### src/rtl/mips_alu_pkg.sv
// Shared definitions for the Mini-MIPS ALU path: control codes seen by both the
// ALU control decoder and the execute stage, plus the execute-stage FSM state.
package mips_alu_pkg;

    localparam logic [3:0] ALU_AND  = 4'b0000;
    localparam logic [3:0] ALU_OR   = 4'b0001;
    localparam logic [3:0] ALU_ADD  = 4'b0010;
    localparam logic [3:0] ALU_MUL  = 4'b0011;
    localparam logic [3:0] ALU_XOR  = 4'b0100;
    localparam logic [3:0] ALU_NOR  = 4'b0101;
    localparam logic [3:0] ALU_SUB  = 4'b0110;
    localparam logic [3:0] ALU_SLT  = 4'b0111;
    localparam logic [3:0] ALU_SLL  = 4'b1000;
    localparam logic [3:0] ALU_SRL  = 4'b1001;
    localparam logic [3:0] ALU_SRA  = 4'b1010;
    localparam logic [3:0] ALU_MULT = 4'b1100;

    localparam int MUL_CNT_W = 6;

    typedef enum logic {
        ST_IDLE,
        ST_MUL
    } alu_state_t;

    // Two's-complement magnitude; 0x8000_0000 maps to itself, read as unsigned 2^31.
    function automatic logic [31:0] magnitude(input logic [31:0] v);
        return v[31] ? -v : v;
    endfunction

    function automatic logic is_mul_code(input logic [3:0] code);
        return (code == ALU_MUL) || (code == ALU_MULT);
    endfunction

endpackage

### src/rtl/mips_mult_seq.sv
// Iterative shift-add multiplier on unsigned magnitudes with a final sign fix-up.
// done and product are combinational on the last iteration so the caller can
// register them on the same edge the iteration completes.
module mips_mult_seq
    import mips_alu_pkg::*;
#(
    parameter int WIDTH = 32
) (
    input  logic                 clk,
    input  logic                 rst,
    input  logic                 start,
    input  logic [WIDTH-1:0]     a_mag,
    input  logic [WIDTH-1:0]     b_mag,
    input  logic                 neg,
    output logic                 done,
    output logic [2*WIDTH-1:0]   product
);

    logic                   busy;
    logic                   neg_q;
    logic [MUL_CNT_W-1:0]   count;
    logic [2*WIDTH-1:0]     mcand;
    logic [2*WIDTH-1:0]     acc;
    logic [2*WIDTH-1:0]     acc_next;
    logic [WIDTH-1:0]       mplier;

    // NOTE: every always_comb output gets a value before any branch, so no latch is inferred.
    always_comb begin
        acc_next = acc + (mplier[0] ? mcand : '0);
        done     = busy && (count == MUL_CNT_W'(WIDTH - 1));
        product  = neg_q ? -acc_next : acc_next;
    end

    // NOTE: sequential state uses non-blocking assignments so every register samples pre-edge values.
    always_ff @(posedge clk) begin
        if (rst) begin
            // NOTE: datapath registers are reset too, so an aborted multiply leaves no stale state behind.
            busy   <= 1'b0;
            neg_q  <= 1'b0;
            count  <= '0;
            mcand  <= '0;
            acc    <= '0;
            mplier <= '0;
        end else if (start) begin
            busy   <= 1'b1;
            neg_q  <= neg;
            count  <= '0;
            mcand  <= {{WIDTH{1'b0}}, a_mag};
            acc    <= '0;
            mplier <= b_mag;
        end else if (busy) begin
            acc    <= acc_next;
            mcand  <= mcand << 1;
            mplier <= mplier >> 1;
            count  <= count + MUL_CNT_W'(1);
            if (done) begin
                busy <= 1'b0;
            end
        end
    end

endmodule

### src/rtl/mips_alu_exec.sv
// Execute-stage ALU: valid/ready accept, single-cycle ops registered one cycle
// later, MUL/MULT handed to the sequential multiplier while the handshake is held busy.
module mips_alu_exec
    import mips_alu_pkg::*;
#(
    parameter int WIDTH = 32
) (
    input  logic               clk,
    input  logic               rst,
    input  logic               valid_in,
    output logic               ready_out,
    input  logic [3:0]         alu_ctrl,
    input  logic [WIDTH-1:0]   a,
    input  logic [WIDTH-1:0]   b,
    input  logic [4:0]         shamt,
    output logic [WIDTH-1:0]   result,
    output logic               zero,
    output logic               ovf,
    output logic               result_valid,
    output logic [WIDTH-1:0]   hi,
    output logic [WIDTH-1:0]   lo
);

    alu_state_t             state;
    alu_state_t             state_next;
    logic                   accept;
    logic                   start_mul;
    logic                   is_mult_q;
    logic                   mult_done;
    logic [2*WIDTH-1:0]     product;
    logic [WIDTH-1:0]       sum;
    logic [WIDTH-1:0]       diff;
    logic [WIDTH-1:0]       alu_res;
    logic                   alu_ovf;

    assign ready_out = (state == ST_IDLE);
    assign accept    = valid_in && ready_out;
    assign start_mul = accept && is_mul_code(alu_ctrl);

    mips_mult_seq #(.WIDTH(WIDTH)) u_mult (
        .clk     (clk),
        .rst     (rst),
        .start   (start_mul),
        .a_mag   (magnitude(a)),
        .b_mag   (magnitude(b)),
        .neg     (a[WIDTH-1] ^ b[WIDTH-1]),
        .done    (mult_done),
        .product (product)
    );

    always_ff @(posedge clk) begin
        if (rst) state <= ST_IDLE;
        else     state <= state_next;
    end

    always_comb begin
        state_next = state;
        case (state)
            ST_IDLE: if (start_mul) state_next = ST_MUL;
            ST_MUL:  if (mult_done) state_next = ST_IDLE;
            default: state_next = ST_IDLE;
        endcase
    end

    always_comb begin
        sum     = a + b;
        diff    = a - b;
        alu_res = '0;
        alu_ovf = 1'b0;
        case (alu_ctrl)
            ALU_AND: alu_res = a & b;
            ALU_OR:  alu_res = a | b;
            ALU_XOR: alu_res = a ^ b;
            ALU_NOR: alu_res = ~(a | b);
            ALU_ADD: begin
                alu_res = sum;
                alu_ovf = (a[WIDTH-1] == b[WIDTH-1]) && (sum[WIDTH-1] != a[WIDTH-1]);
            end
            ALU_SUB: begin
                alu_res = diff;
                alu_ovf = (a[WIDTH-1] != b[WIDTH-1]) && (diff[WIDTH-1] != a[WIDTH-1]);
            end
            ALU_SLT: alu_res = {{(WIDTH-1){1'b0}}, ($signed(a) < $signed(b))};
            ALU_SLL: alu_res = b << shamt;
            ALU_SRL: alu_res = b >> shamt;
            ALU_SRA: alu_res = $unsigned($signed(b) >>> shamt);
            default: alu_res = '0;
        endcase
    end

    always_ff @(posedge clk) begin
        if (rst) begin
            result       <= '0;
            zero         <= 1'b1;
            ovf          <= 1'b0;
            result_valid <= 1'b0;
            hi           <= '0;
            lo           <= '0;
            is_mult_q    <= 1'b0;
        end else begin
            result_valid <= 1'b0;
            if (state == ST_IDLE && accept) begin
                if (start_mul) begin
                    is_mult_q <= (alu_ctrl == ALU_MULT);
                end else begin
                    result       <= alu_res;
                    zero         <= (alu_res == '0);
                    ovf          <= alu_ovf;
                    result_valid <= 1'b1;
                end
            end else if (state == ST_MUL && mult_done) begin
                result       <= product[WIDTH-1:0];
                zero         <= (product[WIDTH-1:0] == '0);
                ovf          <= 1'b0;
                result_valid <= 1'b1;
                if (is_mult_q) begin
                    hi <= product[2*WIDTH-1:WIDTH];
                    lo <= product[WIDTH-1:0];
                end
            end
        end
    end

endmodule

### config.mk
export PLATFORM = sky130hd
export DESIGN_NAME = mips_alu_exec
export DESIGN_NICKNAME = d
export VERILOG_FILES = /design/src/rtl/mips_alu_pkg.sv /design/src/rtl/mips_mult_seq.sv /design/src/rtl/mips_alu_exec.sv
export SDC_FILE = /design/constraint.sdc
export NUM_CORES = 1
export LEC_CHECK = 0
export CORE_UTILIZATION = 47
export DETAILED_ROUTE_END_ITERATION = 8
export GPL_TIMING_DRIVEN = 0
export PLACE_DENSITY_LB_ADDON = 0.3
export SLEW_MARGIN = 15
export SYNTH_ARGS = -nofsm -noshare
export SYNTH_HDL_FRONTEND = slang
export SYNTH_SLANG_ARGS = --single-unit
export TNS_END_PERCENT = 10
### constraint.sdc
create_clock -name clk -period 15 [get_ports clk]
set_clock_uncertainty 0.2 [all_clocks]
set_input_delay 1.5 -clock clk [delete_from_list [all_inputs] [get_ports clk]]
set_output_delay 1.5 -clock clk [all_outputs]
set_load 0.05 [all_outputs]
# [Word-level counts from Yosys, hierarchy flattened]
# Cells that the tools add are included.
# W data, S select, Z words.
[op_classes] n_addsub=7 order_cmp=1 n_eq_ne=17 shifts=3 n_mux=27 bitwise_logic=7 reduce_logical=17
[op_table] op="$pmux W32 S10" count=1
[op_table] op="$mux W32" count=9
[op_table] op="$mux W64" count=2
[op_table] op="$add A64 B64 Y64" count=1
[op_table] op="$logic_not A32 Y1" count=2
[op_table] op="$neg A32 Y32" count=2
[op_table] op="$neg A64 Y64" count=1
[op_table] op="$add A32 B32 Y32" count=1
[op_table] op="$and A32 B32 Y32" count=1
[op_table] op="$lt A32 B32 Y1" count=1
[op_table] op="$not A32 Y32" count=1
[op_table] op="$or A32 B32 Y32" count=1
[op_table] op="$shl A32 B5 Y32" count=1
[op_table] op="$shr A32 B5 Y32" count=1
[op_table] op="$sshr A32 B5 Y32" count=1
[op_table] op="$sub A32 B32 Y32" count=1
[op_table] op="$xor A32 B32 Y32" count=1
[op_table] op="$eq A4 B3 Y1 const B" count=4
[op_table] op="$eq A4 B4 Y1 const B" count=4
[op_table] op="$mux W1" count=13
[op_table] op="$eq A4 B2 Y1 const B" count=2
[op_table] op="$logic_and A1 B1 Y1" count=7
[op_table] op="$add A6 B1 Y6 const B" count=1
[op_table] op="$eq A6 B5 Y1 const B" count=1
[op_table] op="other kinds (13)" count=19
[word_totals] register_bits=269 output_inout_bits=100 word_cells=94

# [Depth between registers and ports, before layout]
# Gate-level depths: netlist of run 1.
[depth] depth_word=7 ltp_mapped=19 ltp_nobuf=16

# [Cells and area by module]
# A second synthesis of run 1 with hierarchy kept.
[hier_totals] cells_unflattened=4013 area_unflattened_um2=29340.6
[modules_own_cells] module="mips_alu_exec" n_inst=1 cells_per_inst=2265 area_per_inst_um2=15922.8 seq_area_each_um2=2021.9
[modules_own_cells] module="mips_mult_seq" n_inst=1 cells_per_inst=1748 area_per_inst_um2=13417.9 seq_area_each_um2=3363.2

# [Worst setup path after synthesis of run 1]
# No wires, ideal clock.
[synth_path] path_kind="input to register" from="input b[9]" to="register zero" arrival_ns=5.015 setup_slack_ns=9.716 path_stages=15 n_path_buf=2 path_cell_list="clkbuf_1 -> inv_1 -> ha_1 -> clkbuf_1 -> inv_1 -> nand3_1 -> a2111oi_0 -> nor4b_1 -> o31ai_1 -> a211oi_2 -> o311a_1 -> a221oi_1 -> o21ai_0 -> or4_1 -> o21ai_1"
[synth_via] elab_chain_cells=6 word_cells_on_any_way=14
[synth_lines] element="start: declaration" line="mips_alu_exec.sv:14" text="input logic [WIDTH-1:0] b,"
[synth_lines] element="branches (longest 2 deep; another with $sub A32 B32 Y32)"
[synth_lines] element="$pmux W32 S10 (*)" line="mips_alu_exec.sv:70" text="case (alu_ctrl)"
[synth_lines] element="$logic_not A32 Y1 (*)" line="mips_alu_exec.sv:107" text="zero <= (alu_res == '0);"
[synth_lines] element="$mux W1 (*)" line="mips_alu_exec.sv:103" text="if (start_mul) begin"
[synth_lines] element="$mux W1 (*)" line="mips_alu_exec.sv:102" text="if (state == ST_IDLE && accept) begin"
[synth_lines] element="end signal: assignment" line="mips_alu_exec.sv:107"
[synth_lines] element="end signal: assignment" line="mips_alu_exec.sv:113" text="zero <= (product[WIDTH-1:0] == '0);"
[synth_lines] element="end: declaration" line="mips_alu_exec.sv:17" text="output logic zero,"
# Every way passes the cells marked *. The select of a mux whose other input is x is not followed.
# A chain may end at the register's enable or synchronous reset.

# [Worst setup path after layout of run 1]
# Same ends and word-level chain as after synthesis.

==> metrics.txt, run 1 <==
fin nets 4,062; Seq/Total Area, Yosys about a fifth; sw frac 37.4%; Setup TNS Final 0 ns; Final Hold Vio Count 0; GRT Total Usage 44.1%; crit path kind primary input to flop; run status completed; worst hold path class flop to flop; DRC 0; Pwr per Cell Area 69.5 nW/um^2; final setup vio count 0; leak pwr 11.6 nW; starting density of the core 47.7%; post-route ant nets 0; fill cell count 5,769; DR pass1 iterations 9; Unique masters post-synth 122; hpwl dp 112,000 um; Crit. End Element flop; clock network fraction of total power about a third; port bufs 172; Synth Net Count 3,851; worst skew pair latency 0.60 ns; Tcrit/Tclk final 50.5%; first-pass GRT wire length a little under 200,000 um; commonest non-fill, non-tap cell in the layout nor2_1; buffer count from post-CTS setup fixing 0; ys flop type dfxtp_1; main combinational cell family by area after synthesis compound AO/OA/AOI/OAI gates; vias in the first global route between 20k and 30k; Boundary Pins about 180; 1st-iter DRT viols 4,303; DIE AREA about 60,000 sq um; die width around 240 um; post-synthesis cell area ~28,000 sq um; Final GP Congestion 1.10; Clock Tree Root clkbuf_16; synth top area cells dfxtp_1, ha_1, nor2_1, mux2i_1, mux4_2; routed length per placed instance around 30 um; register bit count reported by yosys 269; internal power 1.37 mW; Yosys top cell area share 19.5%; fmax 132 MHz; Avg Inst Size Synth about 7.7 sq um; Resized Gates After CTS 0; CP max FO 10; clk buf depth 3; Post-synth EDFFs 0; initial antenna violation count 2; Worst EP arrival between 7 and 8 ns; Synth Area in Simple Gates 22.5%; logic gate share of total power 31.2%; area grow syn2layout 13.7%; Rows 88; Post-Synth XOR/XNOR Area 5.76%; largest area contributor in the netlist dfxtp_1; Net Switching 0.817 mW; TritonCTS Buffers 31; vias per inst 6.82; TritonCTS clock tree done; unrepaired setup endpoints after global routing no; startpoint types primary input; Finished Core Util 54.2%; Post-Route WL around 140,000 um; Flop pwr share 34.1%; # hold bufs at CTS 0; Req. time, crit path 15.33 ns; Die Ht about 240 um; CTS sink count 269; Worst Tran Pin Value 1.29 ns; ys async rst share 0%; count of pins over their slew limit 0; Slew headroom between 10% and 20%; Final Critical Period between 7 and 8 ns; Synthesis Warnings 0; Synth Instances around 3.6k; Clk pin slew, worst setup/hold paths 0.06 ns; ratio of cells with drive above 1 in the final layout 7.47%; Worst VDD drop slightly below 100 uV; core area 57,900 sq um; post-synthesis adder-cell area fraction 7.60%; Max Cap Viol 0; remaining global-route overflow 0; H-tree Lvls 1; pin count of the biggest net entering global routing 16; post-synthesis compound-gate area fraction 26.9%; multiplexer share of the synthesized area 12.0%; via count between 30k and 40k; most frequent cells in the layout nor2_1, dfxtp_1, a21oi_1, nand2_1, clkbuf_1
-- metal layers --
layer,global-route usage (%),vias to the layer above,routed length (um)
li1,-,13800,-
met1,59.8,15000,56100
met2,64.5,2167,56300
met3,12.0,437,17100
met4,20.4,2,7940
met5,0,-,11
-- power groups by stage --
| stage | registers (mW) | logic (mW) | clock network [mW] |
|---|---|---|---|
| floorplan | 0.778 | 0.369 | 0 |
| global placement | 0.759 | 0.644 | 0 |
| detailed placement | 0.759 | 0.639 | 0 |
| CTS | 0.744 | 0.642 | 0.757 |
| global route | 0.744 | 0.698 | 0.790 |
| finish | 0.744 | 0.680 | 0.758 |
-- final timing paths --
path / startpoint / to / slack (ns) / depth (start not counted)
min: u_mult.acc[22]$_SDFFE_PP0P_ / u_mult.acc[22]$_SDFFE_PP0P_ / 0.28 / 2
max reg2reg: u_mult.mplier[0]$_SDFFE_PP0P_ / hi[19]$_SDFFE_PP0P_ / 7.93 / 18
min reg2reg: u_mult.acc[22]$_SDFFE_PP0P_ / u_mult.acc[22]$_SDFFE_PP0P_ / 0.28 / 2
max: b[9] / zero$_SDFFE_PP1P_ / 7.42 / 16
-- stage by stage --
| stage | total power, mW | worst slack [ns] | hold slack, ns | cells | cell area [sq um] |
|---|---|---|---|---|---|
| floorplan | 1.15 | 9.72 | 0.250 | 3609 | 27600 |
| global route | 2.23 | 7.33 | 0.296 | 4609 | 31400 |
| global placement | 1.40 | 6.92 | 0.246 | 4546 | 30300 |
| CTS | 2.14 | 7.57 | 0.273 | 4609 | 31400 |
| finish | 2.18 | 7.42 | 0.278 | 4610 | 31400 |
| detailed placement | 1.40 | 6.97 | 0.264 | 4552 | 30400 |
-- cells by family after synthesis --
kind of cell,after synthesis
AOI/OAI and AO/OA,1062
xor gates and xnor gates,179
adders and majority gates,166
buffers and inverters,403
DFF,269
muxes,242
and+or+nand+nor,1288
-- worst max-delay path: stages --
cell,delay (ns)
clkdlybuf4s50_1,0.62
clkbuf_1,0.66
inv_1,0.16
ha_1,0.32
clkbuf_1,0.25
inv_1,0.28
nand3_1,0.18
a2111oi_1,0.94
nor4b_1,0.31
o31ai_1,0.83
a211oi_2,0.26
o311a_1,0.50
a221oi_1,0.26
o21ai_0,0.21
or4_1,0.46
o21ai_1,0.13
-- cell type report --
cell class	count	area [sq um]	share of cell area [%]
clock buffers	38	842	2.68
clock inverters	19	156	0.498
repair buffers	178	1760	5.61
well taps	765	957	3.05
inverters	129	484	1.54
multi-input cells	2937	20700	65.9
plain buffers	274	1100	3.51
flip-flops and latches	269	5390	17.2
diodes	1	2.50	0.00797
-- flip-flops by register name, summed over array words and instances (netlist names), 6 cells and up --
| name | count |
|---|---|
| u_mult.count | 6 |
| u_mult.acc | 64 |
| lo | 32 |
| u_mult.mplier | 32 |
| result | 32 |
| u_mult.mcand | 64 |
| hi | 32 |
-- Yosys cell counts, types with 29 or more instances --
cell type	instances
a211oi_1	136
a21o_1	44
a21oi_1	265
a221oi_1	37
a22oi_1	33
a31oi_1	29
and2_1	81
buf_2	33
clkbuf_1	211
dfxtp_1	269
ha_1	163
inv_1	126
mux2i_1	159
mux4_2	69
nand2_1	256
nand3_1	68
nand4_1	50
nor2_1	512
nor3_1	80
nor4_1	34
o211ai_1	38
o21ai_0	153
o31ai_1	47
or3_1	34
xnor2_1	124
xor2_1	52
(Power assumes the default switching activity.)
==> inputs of run 2 (changes only) <==
==> constraint.sdc (replaced) <==
create_clock -name clk -period 7.6 [get_ports clk]
set_clock_uncertainty 0.2 [all_clocks]
set_input_delay 0.76 -clock clk [delete_from_list [all_inputs] [get_ports clk]]
set_output_delay 0.76 -clock clk [all_outputs]
set_load 0.05 [all_outputs]
==> metrics.txt, run 2 (synthesis gave the netlist of run 1 again) <==
Top delay family on crit path compound AO/OA/AOI/OAI gates; Final GP Congestion 1.10 (unchanged); H-tree Lvls 1 (unchanged); DRC 0 (unchanged); final setup vio count 0 (unchanged); Max Cap Viol 0 (unchanged); Worst setup startpoint u_mult.mplier[0]$_SDFFE_PP0P_; starting density of the core 47.7% (unchanged); final worst slack 0.544 ns (-6.88 ns); Resized Gates After CTS 0 (unchanged); DR pass1 iterations 8 (-1); count of pins over their slew limit 0 (unchanged); area grow syn2layout 13.7% (unchanged); ratio of cells with drive above 1 in the final layout 7.47% (unchanged); Clock Tree Root clkbuf_16; startpoint types flop; Setup TNS Final 0 ns (unchanged); CP max stage delay 0.69 ns (-0.25 ns); first-pass GRT wire length 196,000 um (about the same); Clk pin slew, worst setup/hold paths 0.06 ns (about the same); largest registers u_mult.acc x64, u_mult.mcand x64; Worst EP arrival 7.31 ns (-0.60 ns); Crit. End Element flop; routed length per placed instance 29.8 um (-0.11%); Req. time, crit path 7.85 ns (-7.48 ns); Post-DP Area 30,400 sq um (unchanged); fmax around 140 MHz; Placement Setup Slack 0.310 ns (-6.66 ns); run status completed; Finished Core Util 54.2% (unchanged); pin count of the biggest net entering global routing 16 (unchanged); Hold Path Origin u_mult.acc[22]$_SDFFE_PP0P_; worst r2r src u_mult.mplier[0]$_SDFFE_PP0P_; clk buf depth 3 (unchanged); Die Ht 244 um (unchanged); die width 244 um (unchanged); remaining global-route overflow 0 (unchanged); Final Critical Period between 7 and 8 ns; worst hold path class flop to flop; Worst Tran Pin Value 1.33 ns (+0.0422 ns); worst skew pair latency 0.60 ns (about the same); via count 31.4k (-0.14%); initial antenna violation count 2 (unchanged); CTS sink count 269 (unchanged); fin nets 4,062 (unchanged); CP bufs+invs 3 (-2); post-route ant nets 0 (unchanged); crit path kind flop to flop; port bufs 172 (unchanged); fill cell count 5,769 (unchanged); Boundary Pins 176 (unchanged); Rows 88 (unchanged); Critical Path, Cell by Cell clkbuf_1 > clkbuf_1 > and2_1 > ha_1 > inv_1 > fa_1 > nand2b_1 > a21oi_1 > o31ai_2 > a31oi_1 > o211ai_1 > a21boi_0 > o211ai_1 > nor4_2 > nand4b_2 > o31ai_1 > xor2_1 > a211oi_1; final instance area 31,400 sq um (unchanged); Final Hold Vio Count 0 (unchanged); buffer count from post-CTS setup fixing 0 (unchanged); TritonCTS Buffers 31 (unchanged); worst hold margin 0.273 ns (-0.00432 ns); most frequent cells in the layout nor2_1, dfxtp_1, a21oi_1, nand2_1, clkbuf_1; commonest non-fill, non-tap cell in the layout nor2_1; Tcrit/Tclk final 92.8%; leak pwr 11.6 nW (unchanged); hpwl dp 112,000 um (unchanged); Post-Route WL 137,000 um (-0.11%); TritonCTS clock tree done; # hold bufs at CTS 0 (unchanged); Slew headroom 10.3% (-2.8 points); unrepaired setup endpoints after global routing no; DIE AREA 59,700 sq um (unchanged); Pwr per Cell Area 137 nW/um^2 (+97%); 1st-iter DRT viols 4,348 (+1.0%); vias in the first global route 28.4k (+0.056%); vias per inst 6.81 (-0.14%); Critical Path Slowest Stage Cell clkbuf_1; Worst VDD drop 193 uV (+98%); GRT Total Usage 44.1% (about the same); core area 57,900 sq um (unchanged); CP max FO 10 (unchanged)
[run 2: cell counts in the layout (fill, tap and decap cells not counted)]
No cell type changed its count.
[run 2: final timing paths]
| path | to | slack [ns] | cells past startpoint |
|---|---|---|---|
| max | hi[19]$_SDFFE_PP0P_ | 0.54 | 18 |
| min | u_mult.acc[22]$_SDFFE_PP0P_ | 0.27 | 2 |
| max reg2reg | hi[19]$_SDFFE_PP0P_ | 0.54 | 18 |
| min reg2reg | u_mult.acc[22]$_SDFFE_PP0P_ | 0.27 | 2 |
[run 2: routing by layer]
layer,share of wire [%],wire length (um),global-route usage [%],vias to the layer above
met4,5.8,7910,20.8,2
met1,41,56300,59.6,15100
met3,12,16600,12.1,422
li1,-,-,-,13800
met2,41,56400,64.4,2090
met5,0.0073,10,0,-
[run 2: stage by stage]
step	cells	total power, mW
2_1_floorplan	3609	2.26
3_3_place_gp	4546	2.77
3_5_place_dp	4552	2.76
4_1_cts	4609	4.23
5_1_grt	4609	4.41
6_report	4610	4.30
[run 2: cell type report]
type / count / area [sq um] / share of cell area [%]
diodes: 1 / 2.50 / 0.00797
plain buffers: 274 / 1100 / 3.51
clock buffers: 38 / 842 / 2.68
clock inverters: 19 / 156 / 0.498
inverters: 129 / 484 / 1.54
multi-input cells: 2937 / 20700 / 65.9
flip-flops and latches: 269 / 5390 / 17.2
well taps: 765 / 957 / 3.05
repair buffers: 178 / 1760 / 5.61
[run 2: power by group]
group / switching (mW) / total (mW) / internal [mW]
Combinational: 0.916 / 1.34 / 0.425
Sequential: 0.0268 / 1.47 / 1.44
Clock: 0.666 / 1.49 / 0.827
Total: 1.61 / 4.30 / 2.69
[run 2: worst min-delay path: stages, from the launching register on]
cell	delay, ns
dfxtp_1	0.31
nand2_1	0.06
a21oi_1	0.05
